===== src/rtl/regfile_bank.sv =====
// MIPS register file storage: 32 x WIDTH registers, hard-wired $zero, pending-write scoreboard.
// Optional same-cycle write-through enabled by defining REGFILE_BYPASS_EN.
module regfile_bank #(
    parameter int unsigned WIDTH = 32,
    parameter int unsigned NREG  = 32
) (
    input  logic                    Clk,
    input  logic                    Rst_n,
    input  logic                    We,
    input  logic [4:0]              Waddr,
    input  logic [WIDTH-1:0]        Wdata,
    input  logic                    Rsv_En,
    input  logic [4:0]              Rsv_Addr,
    input  logic [4:0]              Rs_Addr,
    input  logic [4:0]              Rt_Addr,
    output logic [NREG*WIDTH-1:0]   Regs_Out,
    output logic [NREG-1:0]         Busy_Vec,
    output logic                    Rs_Busy,
    output logic                    Rt_Busy
);

    localparam int unsigned AW = 5;

    logic [WIDTH-1:0] r_regs [NREG];
    logic [NREG-1:0]  r_busy;
    logic [NREG-1:0]  w_busy_nxt;
    logic [NREG-1:0]  w_busy_view;
    logic             w_wr;
    logic             w_rsv;

    assign w_wr  = We && (Waddr != '0);
    assign w_rsv = Rsv_En && (Rsv_Addr != '0);

    // Write clears the pending flag; a same-cycle reserve is the newer producer and wins.
    always_comb begin
        w_busy_nxt = r_busy;
        if (w_wr) begin
            w_busy_nxt[Waddr] = 1'b0;
        end
        if (w_rsv) begin
            w_busy_nxt[Rsv_Addr] = 1'b1;
        end
        w_busy_nxt[0] = 1'b0;
    end

    always_ff @(posedge Clk or negedge Rst_n) begin
        if (!Rst_n) begin
            for (int i = 0; i < int'(NREG); i++) begin
                r_regs[i] <= '0;
            end
            r_busy <= '0;
        end else begin
            if (w_wr) begin
                r_regs[Waddr] <= Wdata;
            end
            r_busy <= w_busy_nxt;
        end
    end

    // Flat register bus feeding the downstream read multiplexers; slice 0 is $zero.
    for (genvar k = 0; k < int'(NREG); k++) begin : g_out
        if (k == 0) begin : g_zero
            assign Regs_Out[k*WIDTH +: WIDTH] = '0;
        end else begin : g_reg
`ifdef REGFILE_BYPASS_EN
            assign Regs_Out[k*WIDTH +: WIDTH] = (We && (Waddr == AW'(k))) ? Wdata : r_regs[k];
`else
            assign Regs_Out[k*WIDTH +: WIDTH] = r_regs[k];
`endif
        end
    end

    // Busy view used for operand lookup; bypass lets a same-cycle write-back clear it.
    always_comb begin
        w_busy_view = r_busy;
`ifdef REGFILE_BYPASS_EN
        if (w_wr) begin
            w_busy_view[Waddr] = w_rsv && (Rsv_Addr == Waddr);
        end
`endif
        w_busy_view[0] = 1'b0;
    end

    assign Busy_Vec = r_busy;
    assign Rs_Busy  = (Rs_Addr != '0) && w_busy_view[Rs_Addr];
    assign Rt_Busy  = (Rt_Addr != '0) && w_busy_view[Rt_Addr];

endmodule

===== config.mk =====
export PLATFORM = sky130hd
export DESIGN_NAME = regfile_bank
export DESIGN_NICKNAME = d
export VERILOG_FILES = /design/src/rtl/regfile_bank.sv
export SDC_FILE = /design/constraint.sdc
export NUM_CORES = 1
export LEC_CHECK = 0
export CAP_MARGIN = 25
export CORE_AREA = 2 2 436 438
export CTS_BUF_LIST = sky130_fd_sc_hd__clkbuf_8 sky130_fd_sc_hd__clkbuf_16
export CTS_CLUSTER_SIZE = 28
export DETAILED_ROUTE_END_ITERATION = 10
export DIE_AREA = 0 0 438 440
export MAX_ROUTING_LAYER = met4
export PLACE_DENSITY = 0.49
export SYNTH_ARGS = -nofsm -noshare
export SYNTH_HDL_FRONTEND = slang
export SYNTH_SLANG_ARGS = --single-unit

===== constraint.sdc =====
create_clock -name Clk -period 2.8 [get_ports Clk]
set_input_delay 0.56 -clock Clk [delete_from_list [all_inputs] [get_ports Clk]]
set_output_delay 0.56 -clock Clk [all_outputs]
set_load 0.01 [all_outputs]

==> metrics.txt <==
sw power=13.5 mW; Max VDD drop=527 uV; worst setup path start=Rt_Addr[2]; Initial DRT Pass Iterations=7; area of the multi-input gates=about 13000 sq um; first-pass GRT wire length=221000 microns; GRT Total Usage=16.8%; Seq. cell area=about 26000 sq um; Initial Util=20.8%; CTS tree=built; Detailed Place HPWL=around 120000 microns; routability cong.=just over 0.8; final worst-path setup slack=-0.226 ns; CP Capture Type=primary output; crit path launch type=primary input; Antenna Nets Post-Route=0; CTS Buf Count=~120; Power per Cell Area=about 820 nW/um^2; largest net degree at the start of global routing=84; R2R Path End=Busy_Vec[26]; initial antenna violation count=11; unrepaired setup endpoints after global routing=true; violations in the final reports=setup timing; Util after Layout=between 30% and 40%; clock root buffer=clkbuf_16; pre-CTS WS=-0.754 ns; Gate power share=between 20% and 30%; vias in the first global route=26100; I/O Pins=1114; Sw Share=28.5%; CP endpoint=Rt_Busy; cells on worst reg2reg path=4; Nets=3649; #FFs+latches synth=between 1000 and 1500; sequential share of power=40.4%; P_int=34.0 mW; reg-to-reg slack, setup=1.79 ns; Relative slew margins=37.1%; P_leak=approximately 26 nW; DIE HEIGHT=440 microns; via/cell ratio=4.10; I/O Buffers=approximately 1100; Starting DRT DRC Count=1127; Max clock buf depth=3; share of layout cells above drive strength 1=38.4%; Residual DRC=0; Worst Path Arrival=2.47 ns; worst-margin pin slew=approximately 0.94 ns; Synth cell types=37; clock power share=32.8%; via count=25400; # Max-Cap Violations=0; YS warnings=0; WL final=162000 microns; Syn Area/Cell=16.3 sq um; synthesized area=39100 sq um; CTS clk-pin slew, worst paths=about 0.060 ns; Min Clock Period, post-route=a little over 3 ns; fin. max-slew vios=0; FP Rows=160; reg2reg start=Busy_Vec[26]; hold crit path type=in2async; Layout area overhead=49.0%; status=complete, but fails checks; core box area=between 150000 and 200000 sq um; placed cell area=54200 sq um; fillers=19000; Crit Path Class=in2out; Seq/Total Area, Yosys=65.4%; H-tree depth=3; Cells after Synth=between 2000 and 2500; final hold vios=0; CTS sink cnt=between 1000 and 1500; Die W=438 microns; total grt overflow=0; fmax=approximately 330 MHz; Setup Viol. Count Final=2; Fin Clk Skew=0 ns; Worst Path Required=between 2 and 2.5 ns; WL/cell=26.2 microns; clock latency on the worst-skew pair=0.77 ns; die area=193000 sq um; Critical Path Fanout Max=4; fin area=58300 sq um; Tcrit/Tclk final=108%
-- what timing repair did --
action / in CTS / in global routing
hold buffers: 1 / 0
hold endpoints to repair: 25 / 0
setup endpoints to repair: 2 / 2
setup buffers: 11 / 0
pin swaps: 6 / 1
gates resized for setup: 27 / 6
-- final cells by class --
class                   count  share of cell area, %
flip-flops and latches   1023                   43.9
repair buffers           1270                   22.2
multi-input cells        1181                   21.8
clock buffers             145                   5.68
well taps                2511                   5.39
clock inverters            68                   1.05
diodes                      8                 0.0343
-- per-stage QoR --
step / power [mW] / setup TNS (ns) / hold WS, ns / instances
2_1_floorplan: 23.6 / 0 / 0.264 / 2437
3_3_place_gp: 32.2 / -1.58 / 0.468 / 5974
3_5_place_dp: 32.3 / -1.48 / 0.474 / 5974
4_1_cts: 48.3 / -0.695 / 0.285 / 6198
5_1_grt: 49.6 / -0.728 / 0.325 / 6203
6_report: 47.6 / -0.443 / 0.347 / 6206
-- Yosys cell counts --
cell,instances,area share (%)
mux4_2,14,0.81
nand3_1,2,0.026
o211ai_1,1,0.019
a2111oi_0,1,0.022
o21ai_0,29,0.37
a32o_1,4,0.10
mux2_2,964,28
a31oi_1,1,0.016
a22o_1,11,0.25
nand2b_1,3,0.048
o41a_1,1,0.029
buf_4,54,1.0
nor2b_1,4,0.064
nor2_2,8,0.13
nand4_1,2,0.032
conb_1,1,0.0096
a211o_1,1,0.022
or2_0,1,0.016
nand2_1,22,0.21
clkbuf_1,103,0.99
buf_2,67,0.86
buf_1,9,0.086
o31ai_1,4,0.077
and3_1,2,0.032
a221oi_1,1,0.022
nand3b_1,4,0.077
a22oi_1,1,0.019
nand4b_1,5,0.11
mux2_1,30,0.86
nor3b_1,7,0.13
nor3b_2,3,0.096
nor2_1,14,0.13
or3b_1,1,0.022
dfrtp_1,1023,65
mux2i_1,2,0.051
nor3_1,3,0.038
and3b_1,2,0.045
-- routing by layer --
layer  track usage [%]  share of wire (%)
met2              29.0                 52
met5                 -                  0
met4              5.29                2.7
met3              4.16                5.7
met1              19.2                 40
-- registers in the layout, indices dropped and copies added (netlist names) --
register and count:
Regs_Out 992, Busy_Vec 31
-- how the worst min path moves through the flow --
stage,end,slack (ns),depth (start not counted)
global route,Regs_Out[124],0.32,2
detailed placement,Regs_Out[388],0.47,1
CTS,Regs_Out[120],0.28,2
global placement,Regs_Out[644],0.47,1
finish,Regs_Out[120],0.35,2
floorplan,Busy_Vec[10],0.26,0
-- cell usage in the layout (no fill, tap or decap), types with 10 or more instances in the layout --
cell | Yosys | final
clkbuf_8 | 0 | 28
inv_1 | 0 | 34
buf_2 | 67 | 19
a22o_1 | 11 | 11
nor2_4 | 0 | 16
buf_4 | 54 | 122
o21ai_0 | 29 | 28
mux4_2 | 14 | 14
conb_1 | 1 | 33
mux2_2 | 964 | 964
mux2_1 | 30 | 30
nand2_2 | 0 | 11
clkdlybuf4s50_1 | 0 | 1057
clkbuf_16 | 0 | 117
buf_12 | 0 | 60
clkinv_2 | 0 | 10
dfrtp_1 | 1023 | 1016
-- power by group through the flow --
stage	sequential, mW	clock (mW)	combinational (mW)
floorplan	20.7	0	2.90
global placement	19.4	0	12.9
detailed placement	19.5	0	12.9
CTS	19.2	16.1	13.0
global route	19.6	16.7	13.4
finish	19.2	15.6	12.8
-- logic make-up after synthesis --
family,after synthesis,share of synthesized area [%]
other,1,0.00958
DFF,1023,65.4
AOI/OAI and AO/OA,55,0.946
and+or+nand+nor,83,1.21
buffers and inverters,233,2.97
muxes,1010,29.5
-- critical path, cell delays in order --
cell             delay [ns]
clkdlybuf4s50_1        0.56
buf_4                  0.15
mux4_2                 0.48
nand2_1                0.08
o211ai_1               0.10
a211o_4                0.39
buf_6                  0.13
(Power assumes the default switching activity.)
